<file path="config.mk">
export PLATFORM = sky130hd
export DESIGN_NAME = uart_tx_cfg
export DESIGN_NICKNAME = d
export VERILOG_FILES = /design/src/rtl/uart_pkg.sv /design/src/rtl/uart_baud_gen.sv /design/src/rtl/uart_tx_cfg.sv
export SDC_FILE = /design/constraint.sdc
export NUM_CORES = 1
export LEC_CHECK = 0
export ABC_CLOCK_PERIOD_IN_PS = 3600
export BUFFER_PORTS_ARGS = -buffer_cell sky130_fd_sc_hd__buf_4
export CORE_AREA = 2 2 83 85
export CTS_CLUSTER_DIAMETER = 30
export DETAILED_ROUTE_END_ITERATION = 16
export DIE_AREA = 0 0 85 87
export PLACE_DENSITY = 0.77
export SLEW_MARGIN = 10
export SYNTH_ARGS = -nofsm -noshare
export SYNTH_HDL_FRONTEND = slang
export SYNTH_SLANG_ARGS = --single-unit
</file>
<file path="constraint.sdc">
create_clock -name clk -period 3.6 [get_ports clk]
set_input_delay 1.08 -clock clk [delete_from_list [all_inputs] [get_ports clk]]
set_output_delay 1.08 -clock clk [all_outputs]
set_load 0.05 [all_outputs]
</file>
<file path="src/rtl/uart_pkg.sv">
// Shared UART types: FSM state encoding, parity modes and the idle line level.
// Latency: none, types and constants only.
// Backpressure: not applicable.
package uart_pkg;

  typedef enum logic [2:0] {
    IDLE   = 3'd0,
    START  = 3'd1,
    DATA   = 3'd2,
    PARITY = 3'd3,
    STOP   = 3'd4
  } state_e;

  typedef enum logic [1:0] {
    PAR_NONE = 2'b00,
    PAR_EVEN = 2'b01,
    PAR_ODD  = 2'b10
  } parity_e;

  localparam logic UART_IDLE_LEVEL = 1'b1;

  // Map the raw 2-bit control field onto a parity mode; 2'b11 also means none.
  function automatic parity_e decode_parity(input logic [1:0] mode);
    case (mode)
      2'b01:   return PAR_EVEN;
      2'b10:   return PAR_ODD;
      default: return PAR_NONE;
    endcase
  endfunction

endpackage

</file>
<file path="src/rtl/uart_baud_gen.sv">
// Baud tick generator: latched divisor, counter 0..max(div,1)-1, tick on the last count.
// Latency: tick is combinational from the counter; a cleared counter ticks after max(div,1) cycles.
// Backpressure: none; clr_i holds the counter at zero.
module uart_baud_gen #(
  parameter int DIVW = 16
) (
  input  logic            clk,
  input  logic            rst,
  input  logic            load_i,
  input  logic [DIVW-1:0] div_i,
  input  logic            clr_i,
  output logic            tick_o
);

  logic [DIVW-1:0] div_q;
  logic [DIVW-1:0] cnt_q;
  logic [DIVW-1:0] cnt_d;
  logic [DIVW-1:0] lim;

  // A divisor of zero behaves like one: the limit saturates at zero.
  assign lim    = (div_q == '0) ? '0 : div_q - DIVW'(1);
  assign tick_o = (cnt_q == lim);
  assign cnt_d  = (clr_i || tick_o) ? '0 : cnt_q + DIVW'(1);

  // Divisor latches only when a frame is accepted; counter wraps on every tick.
  always_ff @(posedge clk or posedge rst) begin
    if (rst) begin
      div_q <= '0;
      cnt_q <= '0;
    end else begin
      if (load_i) div_q <= div_i;
      cnt_q <= cnt_d;
    end
  end

endmodule

</file>
<file path="src/rtl/uart_tx_cfg.sv">
// Runtime-configurable UART transmitter (divisor, parity, stop bits latched per frame).
// Latency: o_txs drops on the accept edge; frame = max(div,1)*(1+DLEN+P+S) cycles.
// Backpressure: o_ready in IDLE and in the last stop-bit tick cycle (back-to-back frames).
// Build option: define UART_TX_CFG_PARITY_EN to compile in the parity bit.
module uart_tx_cfg
  import uart_pkg::*;
#(
  parameter int DLEN = 8,
  parameter int DIVW = 16
) (
  input  logic            clk,
  input  logic            rst,
  input  logic [DIVW-1:0] i_div,
  input  logic [1:0]      i_parity,
  input  logic            i_stop2,
  input  logic            i_valid,
  output logic            o_ready,
  input  logic [DLEN-1:0] i_data,
  output logic            o_txs,
  output logic            o_busy,
  output logic            o_done
);

  localparam int BW = $clog2(DLEN + 1);
  localparam logic [BW-1:0] LAST_BIT = BW'(DLEN - 1);

  state_e          state_q;
  logic [DLEN-1:0] shreg_q;
  logic [BW-1:0]   bit_cnt_q;
  logic            stop2_q;
  logic            txs_q;
  logic            busy_q;
  logic            done_q;
  logic            tick;
  logic            accept;
  logic            last_stop;

`ifdef UART_TX_CFG_PARITY_EN
  logic            par_en_q;
  logic            par_odd_q;
  logic            par_acc_q;
  parity_e         par_mode;

  assign par_mode = decode_parity(i_parity);
`else
  logic            unused_parity;

  assign unused_parity = ^i_parity;
`endif

  // Counter is held at zero while idle and wraps on each tick, so every
  // state change (all of which happen on a tick or on accept) restarts it.
  uart_baud_gen #(
    .DIVW (DIVW)
  ) u_baud (
    .clk    (clk),
    .rst    (rst),
    .load_i (accept),
    .div_i  (i_div),
    .clr_i  (state_q == IDLE),
    .tick_o (tick)
  );

  assign last_stop = !stop2_q || (bit_cnt_q == BW'(1));
  assign o_ready   = (state_q == IDLE) || ((state_q == STOP) && tick && last_stop);
  assign accept    = i_valid && o_ready;

  assign o_txs  = txs_q;
  assign o_busy = busy_q;
  assign o_done = done_q;

  // Frame sequencer; line, busy and done are registered from the next state.
  always_ff @(posedge clk or posedge rst) begin
    if (rst) begin
      state_q   <= IDLE;
      shreg_q   <= '0;
      bit_cnt_q <= '0;
      stop2_q   <= 1'b0;
      txs_q     <= UART_IDLE_LEVEL;
      busy_q    <= 1'b0;
      done_q    <= 1'b0;
`ifdef UART_TX_CFG_PARITY_EN
      par_en_q  <= 1'b0;
      par_odd_q <= 1'b0;
      par_acc_q <= 1'b0;
`endif
    end else begin
      done_q <= 1'b0;

      // Per-frame configuration is captured only on the accept edge.
      if (accept) begin
        shreg_q <= i_data;
        stop2_q <= i_stop2;
`ifdef UART_TX_CFG_PARITY_EN
        par_en_q  <= (par_mode != PAR_NONE);
        par_odd_q <= (par_mode == PAR_ODD);
`endif
      end

      case (state_q)
        IDLE: begin
          if (accept) begin
            state_q   <= START;
            txs_q     <= ~UART_IDLE_LEVEL;
            busy_q    <= 1'b1;
            bit_cnt_q <= '0;
          end
        end

        START: begin
          if (tick) begin
            state_q   <= DATA;
            txs_q     <= shreg_q[0];
            shreg_q   <= shreg_q >> 1;
            bit_cnt_q <= '0;
`ifdef UART_TX_CFG_PARITY_EN
            par_acc_q <= shreg_q[0];
`endif
          end
        end

        DATA: begin
          if (tick) begin
            if (bit_cnt_q == LAST_BIT) begin
              bit_cnt_q <= '0;
`ifdef UART_TX_CFG_PARITY_EN
              if (par_en_q) begin
                state_q <= PARITY;
                txs_q   <= par_acc_q ^ par_odd_q;
              end else begin
                state_q <= STOP;
                txs_q   <= UART_IDLE_LEVEL;
              end
`else
              state_q <= STOP;
              txs_q   <= UART_IDLE_LEVEL;
`endif
            end else begin
              bit_cnt_q <= bit_cnt_q + BW'(1);
              txs_q     <= shreg_q[0];
              shreg_q   <= shreg_q >> 1;
`ifdef UART_TX_CFG_PARITY_EN
              par_acc_q <= par_acc_q ^ shreg_q[0];
`endif
            end
          end
        end

`ifdef UART_TX_CFG_PARITY_EN
        PARITY: begin
          if (tick) begin
            state_q   <= STOP;
            txs_q     <= UART_IDLE_LEVEL;
            bit_cnt_q <= '0;
          end
        end
`endif

        STOP: begin
          if (tick) begin
            if (!last_stop) begin
              bit_cnt_q <= bit_cnt_q + BW'(1);
            end else begin
              done_q    <= 1'b1;
              bit_cnt_q <= '0;
              if (accept) begin
                state_q <= START;
                txs_q   <= ~UART_IDLE_LEVEL;
              end else begin
                state_q <= IDLE;
                txs_q   <= UART_IDLE_LEVEL;
                busy_q  <= 1'b0;
              end
            end
          end
        end

        default: begin
          state_q <= IDLE;
          txs_q   <= UART_IDLE_LEVEL;
          busy_q  <= 1'b0;
        end
      endcase
    end
  end

endmodule

</file>
### Word-level counts from Yosys, hierarchy flattened

Cells that the tools add are included.

* add/subtract/negate cells: 3
* mux-type cells: 38
* reduce and logical (&&, ||, !) cells: 15
* equal/unequal tests: 13
* bitwise gates (word level): 1

Operators by type and width (count)
* $mux W16: 2
* $mux W8: 4
* $mux W4: 6
* $mux W3: 6
* $add A16 B1 Y16 const B: 1
* $eq A16 B16 Y1: 1
* $logic_not A16 Y1: 1
* $pmux W4 S4: 1
* $pmux W8 S2: 1
* $sub A16 B1 Y16 const B: 1
* $mux W1: 15
* $reduce_and A5 Y1: 3
* $ne A2 B2 Y1 const B: 7
* $pmux W3 S4: 1
* $reduce_and A6 Y1: 1
* $add A4 B1 Y4 const B: 1
* $eq A4 B1 Y1 const B: 1
* $eq A4 B3 Y1 const B: 1
* $pmux W1 S4: 1
* $reduce_bool A4 Y1: 1
* $eq A3 B1 Y1 const B: 1
* $eq A3 B2 Y1 const B: 1
* $eq A3 B3 Y1 const B: 1
* $logic_and A1 B1 Y1: 3
* 6 further kinds: 8

* flip-flop bits (word level): 51
* logic and storage cells: 79
* bits of input ports: 30
* output and inout bits: 4

### Longest topological paths before layout

Gate-level depths: netlist (run 1).

* word-level depth: 11
* gate-level depth with buffers: 14
* gate-level depth less buffers: 12

### Modules after synthesis

Synthesis (run 1) repeated with hierarchy kept, for this count alone.

* cells, all modules: 348
* area, all modules: 3400.8 um2

Modules (own cells, without submodules)
* uart_baud_gen: instances 1, area each 2208.4 um2, cells an instance 232, seq. area each 800.8 um2
* uart_tx_cfg: instances 1, area each 1192.4 um2, cells an instance 116, seq. area each 476.7 um2

### Worst setup path after synthesis (run 1)

OpenSTA, ideal clock, no wires.

* kind: reg2out
* start: register u_baud.div_q[0]
* end: output port o_ready
* arrival time: 3642 ps
* cell stages (with the launch flop): 11
* path buffers: 0
* path slack: -1122 ps
* data required time: 2520 ps
* cells stage by stage: dfrtp_1 > inv_1 > ha_1 > or4b_4 > or4_4 > nor3_2 > a211oi_1 > a2111oi_4 > o211a_1 > nand3_2 > a21boi_0

* word-level cells in the longest chain between the ends: 6
* elaborated cells between the ends (all ways): 7
* classes of those cells: add/sub (1); eq/ne (1); mux (1); reduce/logical (4)

RTL lines
* from (decl): line uart_baud_gen.sv:15 `logic [DIVW-1:0] div_q;`
* from (signal assigned): line uart_baud_gen.sv:31 `if (load_i) div_q <= div_i;`
* $sub A16 B1 Y16 or $logic_not A16 Y1 (tied branches): line uart_baud_gen.sv:21 `assign lim = (div_q == '0) ? '0 : div_q - DIVW'(1);`
* $mux W16 (*): line uart_baud_gen.sv:21
* $eq A16 B16 Y1 (*): line uart_baud_gen.sv:22 `assign tick_o = (cnt_q == lim);`
* $logic_and A1 B1 Y1 (*) (2 in a row): line uart_tx_cfg.sv:65 `assign o_ready = (state_q == IDLE) || ((state_q == STOP) && tick && last_stop);`
* $logic_or A1 B1 Y1 (*): line uart_tx_cfg.sv:65
* to (decl): line uart_tx_cfg.sv:17 `output logic o_ready,`

Mark *: on every way between the ends. The rest lies on a longest branch, timed or not.

### Worst setup path after layout (run 1)

Same ends and word-level chain as after synthesis.

==> results.yml, run 1 <==
synth:
  ys_seq_elements: 51
  syn_area_um2: 3390
  async_flop_share: 1.00
  synthMuxAreaShare: 0.104
  synth-xor-area-share: 0.0808
  synth.yosys.seq_area_share: 0.377
  ys_types: 68
  synth.net_count: 391
  synth_top_family_by_area: "simple AND/OR/NAND/NOR gates"
  synth-compound-area-share: 0.138
  ys.flop_type: "dfrtp_1"
  synth-edff-count: 0
  synthSimpleGateAreaFrac: 0.243
  synth-adder-area-share: 0.0148
  syn_avg_cell_area_um2: 9.50
  synth_cells: 357
  ys_warn_count: 0
sta:
  setup_viol: 1
  layout_setup_ws_ns: -0.579
  hold_viol: 0
  tns_ns: -0.579
  drv_slew: 0
  timing.final.crit_share: 1.16
  fmax_mhz: 239
  worstMarginPinSlew_ns: 1.08
  fin_worst_skew_ns: 0.00808
  post-route-min-period_ns: 4.18
  relSlewSlack: 0.277
  rsz0062_at_grt: "yes"
flow_run:
  cap_violations: 0
global_routing:
  grt_overflow_total: 0
  grtUsageTotal: 0.225
  grt_start_max_net_pins: 52
  antenna_found_initial: 0
  grt_first_pass_wirelength_um: 13400
  grt_pass1_vias: 2929
clock_network:
  clk_pin_slew_ns: 0.10
  cts_tree: "built"
  clkSinkCount: 51
  numCtsBuffers: 5
  clockBufferDepth: 2
  h-tree-depth: 2
  clkLatencyLatePin_ns: 0.32
  root_buffer: "clkbuf_8"
power:
  ir_drop_mv: 0.576
  p_per_area_nw_per_um2: 664
  power.leakage_nw: 1.91
layout:
  ff_latch_area_um2: 1280
  fin_nets: 465
  layout-drive-gt1-share: 0.315
  num_antenna_cells: 0
  fin_cells: 512
  fill_cells: 506
  multi_input_area_um2: 2040
  area_growth_pct: 24.2
critical_path:
  critPathLaunchType: "flip-flop"
  crit_arrival_ns: 3.10
  end_kind: "primary output"
  required_ns: 2.52
  crit_type: "reg2out"
  worstPathMaxFanout: 3
die:
  io_pins: 34
  die_w_um: 85
  die_area_um2: 7400
  die_y_um: 87
  initial_core_util: 0.516
  core.rowCount: 30
  core_um2: 6570
routing:
  antenna_left: 0
  route.vias.total: 2929
  dr.pass1.iters: 4
  drt_wl_total_um: 7810
  via_per_inst: 5.72
  drc: 0
  wl_per_cell_um: 15.3
  drt_iter0_drc: 205
place:
  dp.cells: 501
  post-dp-hpwl_um: 5760
  preCtsSetupSlack_ns: -0.328
  globalplace.congestion: 0.879
  io_buffer_count: 31
run_status:
  status: "complete, but fails checks"
  violations: "setup timing"
min_path:
  hold_class: "reg2reg"
-- routing by layer --
| metal | vias up | track usage | routed length [um] |
|---|---|---|---|
| met1 | 1421 | 0.298 | 3520 |
| met4 | 0 | 0.0722 | 100 |
| li1 | 1437 | - | - |
| met2 | 61 | 0.375 | 3880 |
| met5 | - | 0 | 0 |
| met3 | 10 | 0.0417 | 314 |
-- registers in the layout (all words and copies together) (netlist names) --
name,count
bit_cnt_q,4
u_baud.div_q,16
o_txs,1
shreg_q,8
o_done,1
u_baud.cnt_q,16
o_busy,1
stop2_q,1
state_q,3
-- worst max-delay path: stages (launching register included) --
cell and delay [ns]:
dfrtp_1 0.41, inv_2 0.07, ha_2 0.17, or4b_4 0.47
or4_4 0.47, xnor2_2 0.18, a2111oi_4 0.37, o211a_1 0.22
nand3_2 0.10, a21boi_4 0.15, buf_6 0.17
-- area by class of cell --
cell class	instances	share of cell area
Multi-Input combinational cell	280	0.485
Clock buffer	5	0.0163
Tap cell	80	0.0238
Timing Repair Buffer	83	0.152
Sequential cell	51	0.303
Inverter	10	0.00891
Clock inverter	3	0.0110
-- synth_stat cells, drive strengths merged, types with 2 or more instances --
cell     count  area, um2
mux2i       12        120
o31ai        5       37.5
nor2b        4       25.0
ha           4       50.1
a2111oi      2       36.3
nor2        45        171
a21oi       17       85.1
xor2        13        114
nor3b        5       37.5
or4          7       56.3
nor3         8       50.1
nand2b       6       37.5
inv         10       37.5
nand3       15       80.1
o21ai       14       70.1
a21boi       3       22.5
clkbuf       9       33.8
a21o         3       22.5
mux2        17        233
a2bb2oi      2       17.5
and3         5       31.3
and2         2       12.5
or2          4       25.0
nand4        6       37.5
nor4         7       50.1
o32ai        2       17.5
a31oi        2       12.5
nand3b       4       30.0
nand2       25       93.8
dfrtp       50       1250
or3          4       30.0
buf          7       72.6
xnor2       13        114
o211ai       2       15.0
o2111ai      2       17.5
-- where the power goes --
part | internal [mW] | switching (mW) | leakage [nW]
Combinational | 0.785 | 0.650 | 1.22
Clock | 0.210 | 0.206 | 0.0548
Sequential | 0.756 | 0.190 | 0.636
Total | 1.75 | 1.05 | 1.91
-- what timing repair did --
action                                 CTS  global route
gates resized for setup                  4            12
hold buffers                             0             0
endpoints found under the hold margin    0             0
setup endpoints to repair                1            24
pin swaps                                3             6
buffers inserted                         2             1
-- per-stage QoR --
step,cell area [um2],hold slack (ns),util,power (mW)
after floorplan,3410,0.466,-,1.77
after global placement,4020,0.497,0.612,2.25
after detailed placement,4020,0.497,0.612,2.29
after CTS,4170,0.524,0.635,2.76
after global routing,4210,0.540,0.641,2.98
final,4210,0.528,0.641,2.80
-- logic make-up (layout without fill, tap and decap cells) --
kind of cell / Yosys count / in the layout
simple gates: 152 / 152
flops: 51 / 51
xor+xnor: 28 / 28
fa+ha+maj: 4 / 4
compound gates: 67 / 67
buf+inv: 26 / 101
mux: 29 / 29
-- final timing paths --
| check | end | start | depth (start not counted) | slack, ns |
|---|---|---|---|---|
| min reg2reg | o_txs | o_txs | 2 | 0.53 |
| min in group asynchronous | shreg_q[4] | rst | 2 | 1.04 |
| max in group asynchronous | u_baud.div_q[13] | rst | 2 | 1.91 |
| min | o_txs | o_txs | 2 | 0.53 |
| max reg2reg | u_baud.div_q[15] | u_baud.div_q[1] | 12 | 0.14 |
| max | o_ready | u_baud.div_q[0] | 10 | -0.58 |
-- layout by cell type (no fill, tap or decap), types with 3 or more instances in the layout --
cell type,count
nand4_1,6
mux2i_1,12
buf_4,81
nand2b_1,6
nand3_1,14
inv_1,8
nand2_1,25
a21oi_1,17
xor2_1,13
and3_1,5
nor2_1,44
nor3b_1,4
o21ai_0,11
xnor2_1,12
dfrtp_1,50
clkbuf_8,5
or2_2,3
or3_1,3
nor4_1,4
o31ai_1,5
nand3b_1,4
ha_1,3
nor2b_1,4
a21o_1,3
nor3_1,5
nor4_2,3
or4_1,5
mux2_4,11
mux2_2,6
Power figures use the tool's default switching activity.
==> run 2, diff against run 1 <==
- SKIP_CTS_REPAIR_TIMING: not set -> 1
==> run 2 against run 1 <==
Compared with the run above:
- the run still ends with setup timing left
- sequential power about the same
- via count increased by 0.14%
- clock skew increased by 0.0038 ns
- count of clock-buffer cells in the layout unchanged
- critical path type unchanged
- largest power group unchanged
==> results.yml, run 2 (same netlist as run 1, synthesis figures left out) <==
sta:
  relSlewSlack: 0.288
  timing.final.crit_share: 1.17
  worstMarginPinSlew_ns: 1.07
  post-route-min-period_ns: 4.21
  rsz0062_at_grt: "yes"
  drv_slew: 0
  setup_viol: 1
  layout_setup_ws_ns: -0.613
  fin_worst_skew_ns: 0.0119
  fmax_mhz: 237
  hold_viol: 0
layout:
  final_common_cell: "buf_4"
  final_area_um2: 4230
  reg.largest.list: "u_baud.cnt_q x16, u_baud.div_q x16, shreg_q x8"
  area_growth_pct: 24.8
  layout_common_cells: "78 x buf_4, 50 x dfrtp_1, 44 x nor2_1"
  fin_nets: 464
  fill_cells: 492
  layout-drive-gt1-share: 0.313
  num_antenna_cells: 0
global_routing:
  antenna_found_initial: 0
  grt_overflow_total: 0
  grtUsageTotal: 0.224
  grt_start_max_net_pins: 52
  grt_first_pass_wirelength_um: 13300
  grt_pass1_vias: 2917
routing:
  drt_iter0_drc: 141
  drt_wl_total_um: 7940
  wl_per_cell_um: 15.5
  antenna_left: 0
  route.vias.total: 2933
  via_per_inst: 5.74
  drc: 0
  dr.pass1.iters: 5
critical_path:
  reg2reg_slack_ns: 0.10
  path_buf_inv: 2
  required_ns: 2.52
  worstPathMaxFanout: 3
  crit_arrival_ns: 3.13
  end_kind: "primary output"
  ff2ff_path_depth: 12
  critPathLaunchType: "flip-flop"
  crit_path_cell_trace: "inv_2, ha_2, or4b_4, or4_4, xnor2_2, a2111oi_4, o211a_1, nand3_2, a21boi_4, buf_6"
  critPathSlowestCell: "or4b_4"
  rr_startpoint: "u_baud.div_q[0]"
  reg2reg_to: "u_baud.div_q[8]"
  critical_path.max_stage_delay_ns: 0.47
  crit_type: "reg2out"
  cp_top_family: "simple AND/OR/NAND/NOR gates"
power:
  ir_drop_mv: 0.569
  combPwrFrac: 0.511
  power_frac_clock: 0.149
  p_per_area_nw_per_um2: 660
  power.leakage_nw: 1.91
  seqPwrFrac: 0.340
  intPower_mw: 1.75
  total_power_mw: 2.79
  p_sw_frac: 0.374
  p_sw_mw: 1.04
clock_network:
  h-tree-depth: 2
  clockBufferDepth: 2
  numCtsBuffers: 5
  clk_pin_slew_ns: 0.10
  root_buffer: "clkbuf_8"
  clkSinkCount: 51
  cts_tree: "built"
  clkLatencyLatePin_ns: 0.32
run_status:
  status: "complete, but fails checks"
  violations: "setup timing"
min_path:
  hold_class: "reg2reg"
  hold_path_end: "o_txs"
  min_from: "o_txs"
  min_path_cells: 2
die:
  die_area_um2: 7400
  die_w_um: 85
  die_y_um: 87
  core.rowCount: 30
  io_pins: 34
  core_um2: 6570
  initial_core_util: 0.516
flow_run:
  cap_violations: 0
place:
  post-dp-hpwl_um: 5760
  place_area_um2: 4020
  globalplace.congestion: 0.879
  io_buffer_count: 31
## run 2: area by class of cell
cell class | instances | area (um2) | share of cell area
repair buffers | 82 | 653 | 0.154
well taps | 80 | 100 | 0.0237
flip-flops and latches | 51 | 1280 | 0.302
clock inverters | 3 | 46.3 | 0.0109
multi-input cells | 280 | 2050 | 0.484
inverters | 10 | 37.5 | 0.00887
clock buffers | 5 | 68.8 | 0.0163
## run 2: layer usage
layer / vias up / track usage / part of all wire
li1: 1434 / - / -
met5: - / 0 / 0
met1: 1421 / 0.297 / 0.45
met2: 68 / 0.370 / 0.49
met4: 0 / 0.0750 / 0.013
met3: 10 / 0.0417 / 0.039
## run 2: metrics by stage
stage | setup slack, ns | instances | setup TNS (ns) | hold WS (ns) | util
final | -0.613 | 511 | -0.613 | 0.527 | 0.644
after global routing | -0.698 | 511 | -0.698 | 0.535 | 0.644
after CTS | -0.725 | 509 | -0.725 | 0.524 | 0.629
after detailed placement | -0.328 | 501 | -0.328 | 0.497 | 0.612
after global placement | -0.294 | 501 | -0.294 | 0.497 | 0.612
after floorplan | -0.266 | 357 | -0.266 | 0.466 | -
## run 2: how the worst max path moves through the flow
stage                          from  endpoint  slack (ns)  cells after the start
floorplan           u_baud.div_q[0]   o_ready       -0.27                      9
global placement    u_baud.div_q[0]   o_ready       -0.29                     10
detailed placement  u_baud.div_q[0]   o_ready       -0.33                     10
CTS                 u_baud.div_q[0]   o_ready       -0.72                     10
finish              u_baud.div_q[0]   o_ready       -0.61                     10
global route        u_baud.div_q[0]   o_ready       -0.70                     11
## run 2: power groups by stage
stage	logic [mW]	clock network (mW)	registers, mW
finish	1.43	0.415	0.949
global route	1.56	0.446	0.974
CTS	1.36	0.426	0.940
detailed placement	1.34	0	0.948
global placement	1.31	0	0.942
floorplan	0.845	0	0.924
## run 2: worst reg2reg max path: stages (launching register included)
cell	delay, ns
dfrtp_1	0.41
inv_2	0.07
ha_2	0.17
or4b_4	0.48
or4_4	0.47
xnor2_2	0.18
a2111oi_4	0.39
o211a_1	0.23
nand3_2	0.10
buf_4	0.17
a21o_4	0.24
clkbuf_16	0.18
mux2_4	0.30
==> run 3, diff against run 2 <==
- SETUP_SLACK_MARGIN: not set -> 0.5
- SKIP_LAST_GASP: not set -> 1
==> run 3 against run 2 <==
Compared with the run above:
- the run still ends with setup timing left
- first-iteration DRC count grew 57%
- sequential power fell by 2%
- combinational power increased by 6%
- critical path depth unchanged
- final cell count grew 2.0%
- non-clock buffer count is 10 higher
- cell area grew 4.7%
- flip-flop and latch count stayed put
- sequential share of layout area down 1.4 points
- via count up 6.4%
- utilization increased by 3.0 points
- largest power group unchanged
- highest routed layer unchanged
==> results.yml, run 3 (same netlist as run 1, synthesis figures left out) <==
global_routing:
  grt_overflow_total: 0
  grt_first_pass_wirelength_um: 13700
  antenna_found_initial: 0
  grt_start_max_net_pins: 52
  grt_pass1_vias: 2914
  grtUsageTotal: 0.230
die:
  die_area_um2: 7400
  core_um2: 6570
  die_y_um: 87
  io_pins: 34
  core.rowCount: 30
  die_w_um: 85
  initial_core_util: 0.516
routing:
  via_per_inst: 5.99
  drt_wl_total_um: 8550
  wl_met2_um: 4250
  drc: 0
  antenna_left: 0
  dr.pass1.iters: 5
  drt_iter0_drc: 222
  route.vias.total: 3122
  wl_per_cell_um: 16.4
  highest_layer: "met4"
  wl_met1_um: 3640
  wl_met3_um: 458
sta:
  tns_ns: -5.05
  hold_viol: 0
  whs_ns: 0.514
  layout_setup_ws_ns: -0.630
  relSlewSlack: 0.287
  drv_slew: 0
  fmax_mhz: 236
  setup_viol: 26
  worstMarginPinSlew_ns: 1.07
  post-route-min-period_ns: 4.23
  fin_worst_skew_ns: 0.0186
  rsz0062_at_grt: "yes"
  timing.final.crit_share: 1.17
layout:
  layout_common_cells: "83 x buf_4, 50 x dfrtp_1, 40 x nor2_1"
  reg.largest.list: "u_baud.cnt_q x16, u_baud.div_q x16, shreg_q x8"
  ff_latch_area_um2: 1280
  area_growth_pct: 30.7
  multi_input_area_um2: 2130
  fill_cells: 492
  fin_nets: 474
  final_common_cell: "buf_4"
  layout-drive-gt1-share: 0.356
  num_antenna_cells: 0
critical_path:
  critical_path.max_stage_delay_ns: 0.49
  critPathSlowestCell: "or4_4"
  required_ns: 2.52
  crit_arrival_ns: 3.15
  crit_type: "reg2out"
  worstPathMaxFanout: 3
  path_buf_inv: 2
  crit_path_cell_trace: "inv_2, ha_4, or4b_4, or4_4, xnor2_4, a2111oi_4, o211a_1, nand3_2, a21boi_4, buf_6"
  cp_top_family: "simple AND/OR/NAND/NOR gates"
  critPathLaunchType: "flip-flop"
  end_kind: "primary output"
flow_run:
  cap_violations: 0
place:
  io_buffer_count: 31
  post-dp-hpwl_um: 5900
  globalplace.congestion: 0.925
  preCtsSetupSlack_ns: -0.311
power:
  power.leakage_nw: 1.98
  ir_drop_mv: 0.431
  p_per_area_nw_per_um2: 649
clock_network:
  h-tree-depth: 2
  clockBufferDepth: 2
  clkSinkCount: 51
  cts_tree: "built"
  numCtsBuffers: 5
  clkLatencyLatePin_ns: 0.32
  root_buffer: "clkbuf_8"
  clk_pin_slew_ns: 0.11
run_status:
  status: "complete, but fails checks"
  violations: "setup timing"
min_path:
  hold_class: "reg2reg"
-- run 3: cell count changes in the layout (fill, tap and decap cells not counted), moves of 2 or more --
cell,change
nand2_2,+2
nor2_1,-4
nor2_2,+4
nand2_1,-2
buf_6,+4
buf_4,+5
-- run 3: worst reg2reg max path, stage by stage (launching register included) --
cell       delay (ns)
dfrtp_1          0.41
inv_2            0.08
ha_4             0.13
or4b_4           0.46
or4_4            0.49
xnor2_4          0.16
a2111oi_4        0.42
o211a_1          0.25
nand3_2          0.10
buf_4            0.15
buf_6            0.10
buf_6            0.10
buf_6            0.11
a21o_4           0.26
clkbuf_16        0.18
mux2_4           0.29
-- run 3: stage by stage --
| stage | instances | total power [mW] | utilization | instance area [um2] |
|---|---|---|---|---|
| 5_1_grt | 521 | 3.06 | 0.674 | 4430 |
| 6_report | 521 | 2.87 | 0.674 | 4430 |
| 2_1_floorplan | 357 | 1.77 | - | 3410 |
| 4_1_cts | 510 | 2.73 | 0.631 | 4150 |
| 3_3_place_gp | 502 | 2.24 | 0.613 | 4030 |
| 3_5_place_dp | 502 | 2.29 | 0.613 | 4030 |
-- run 3: path summary, 6_finish.rpt --
check / start / endpoint / slack [ns] / cells after the start
setup reg to reg: u_baud.div_q[0] / u_baud.div_q[14] / -0.23 / 15
setup / recovery: u_baud.div_q[0] / o_ready / -0.63 / 10
max in group asynchronous: rst / u_baud.div_q[14] / 1.90 / 2
hold / removal: o_txs / o_txs / 0.51 / 2
hold reg to reg: o_txs / o_txs / 0.51 / 2
min in group asynchronous: rst / u_baud.div_q[6] / 1.02 / 2
-- run 3: area by class of cell --
| cell class | instances | share of cell area |
|---|---|---|
| inverters | 10 | 0.00847 |
| flip-flops and latches | 51 | 0.288 |
| multi-input cells | 280 | 0.482 |
| well taps | 80 | 0.0226 |
| repair buffers | 92 | 0.172 |
| clock buffers | 6 | 0.0186 |
| clock inverters | 2 | 0.00875 |
-- run 3: power by group --
group | leakage (nW) | internal [mW] | switching (mW)
registers | 0.636 | 0.757 | 0.174
logic | 1.28 | 0.811 | 0.700
clock network | 0.0618 | 0.229 | 0.203
-- run 3: per-layer routing --
metal  vias to the layer above  global-route usage
met5                         -                   0
met4                         0              0.0736
met3                        23              0.0483
met2                       111               0.385
met1                      1527               0.299
li1                       1461                   -
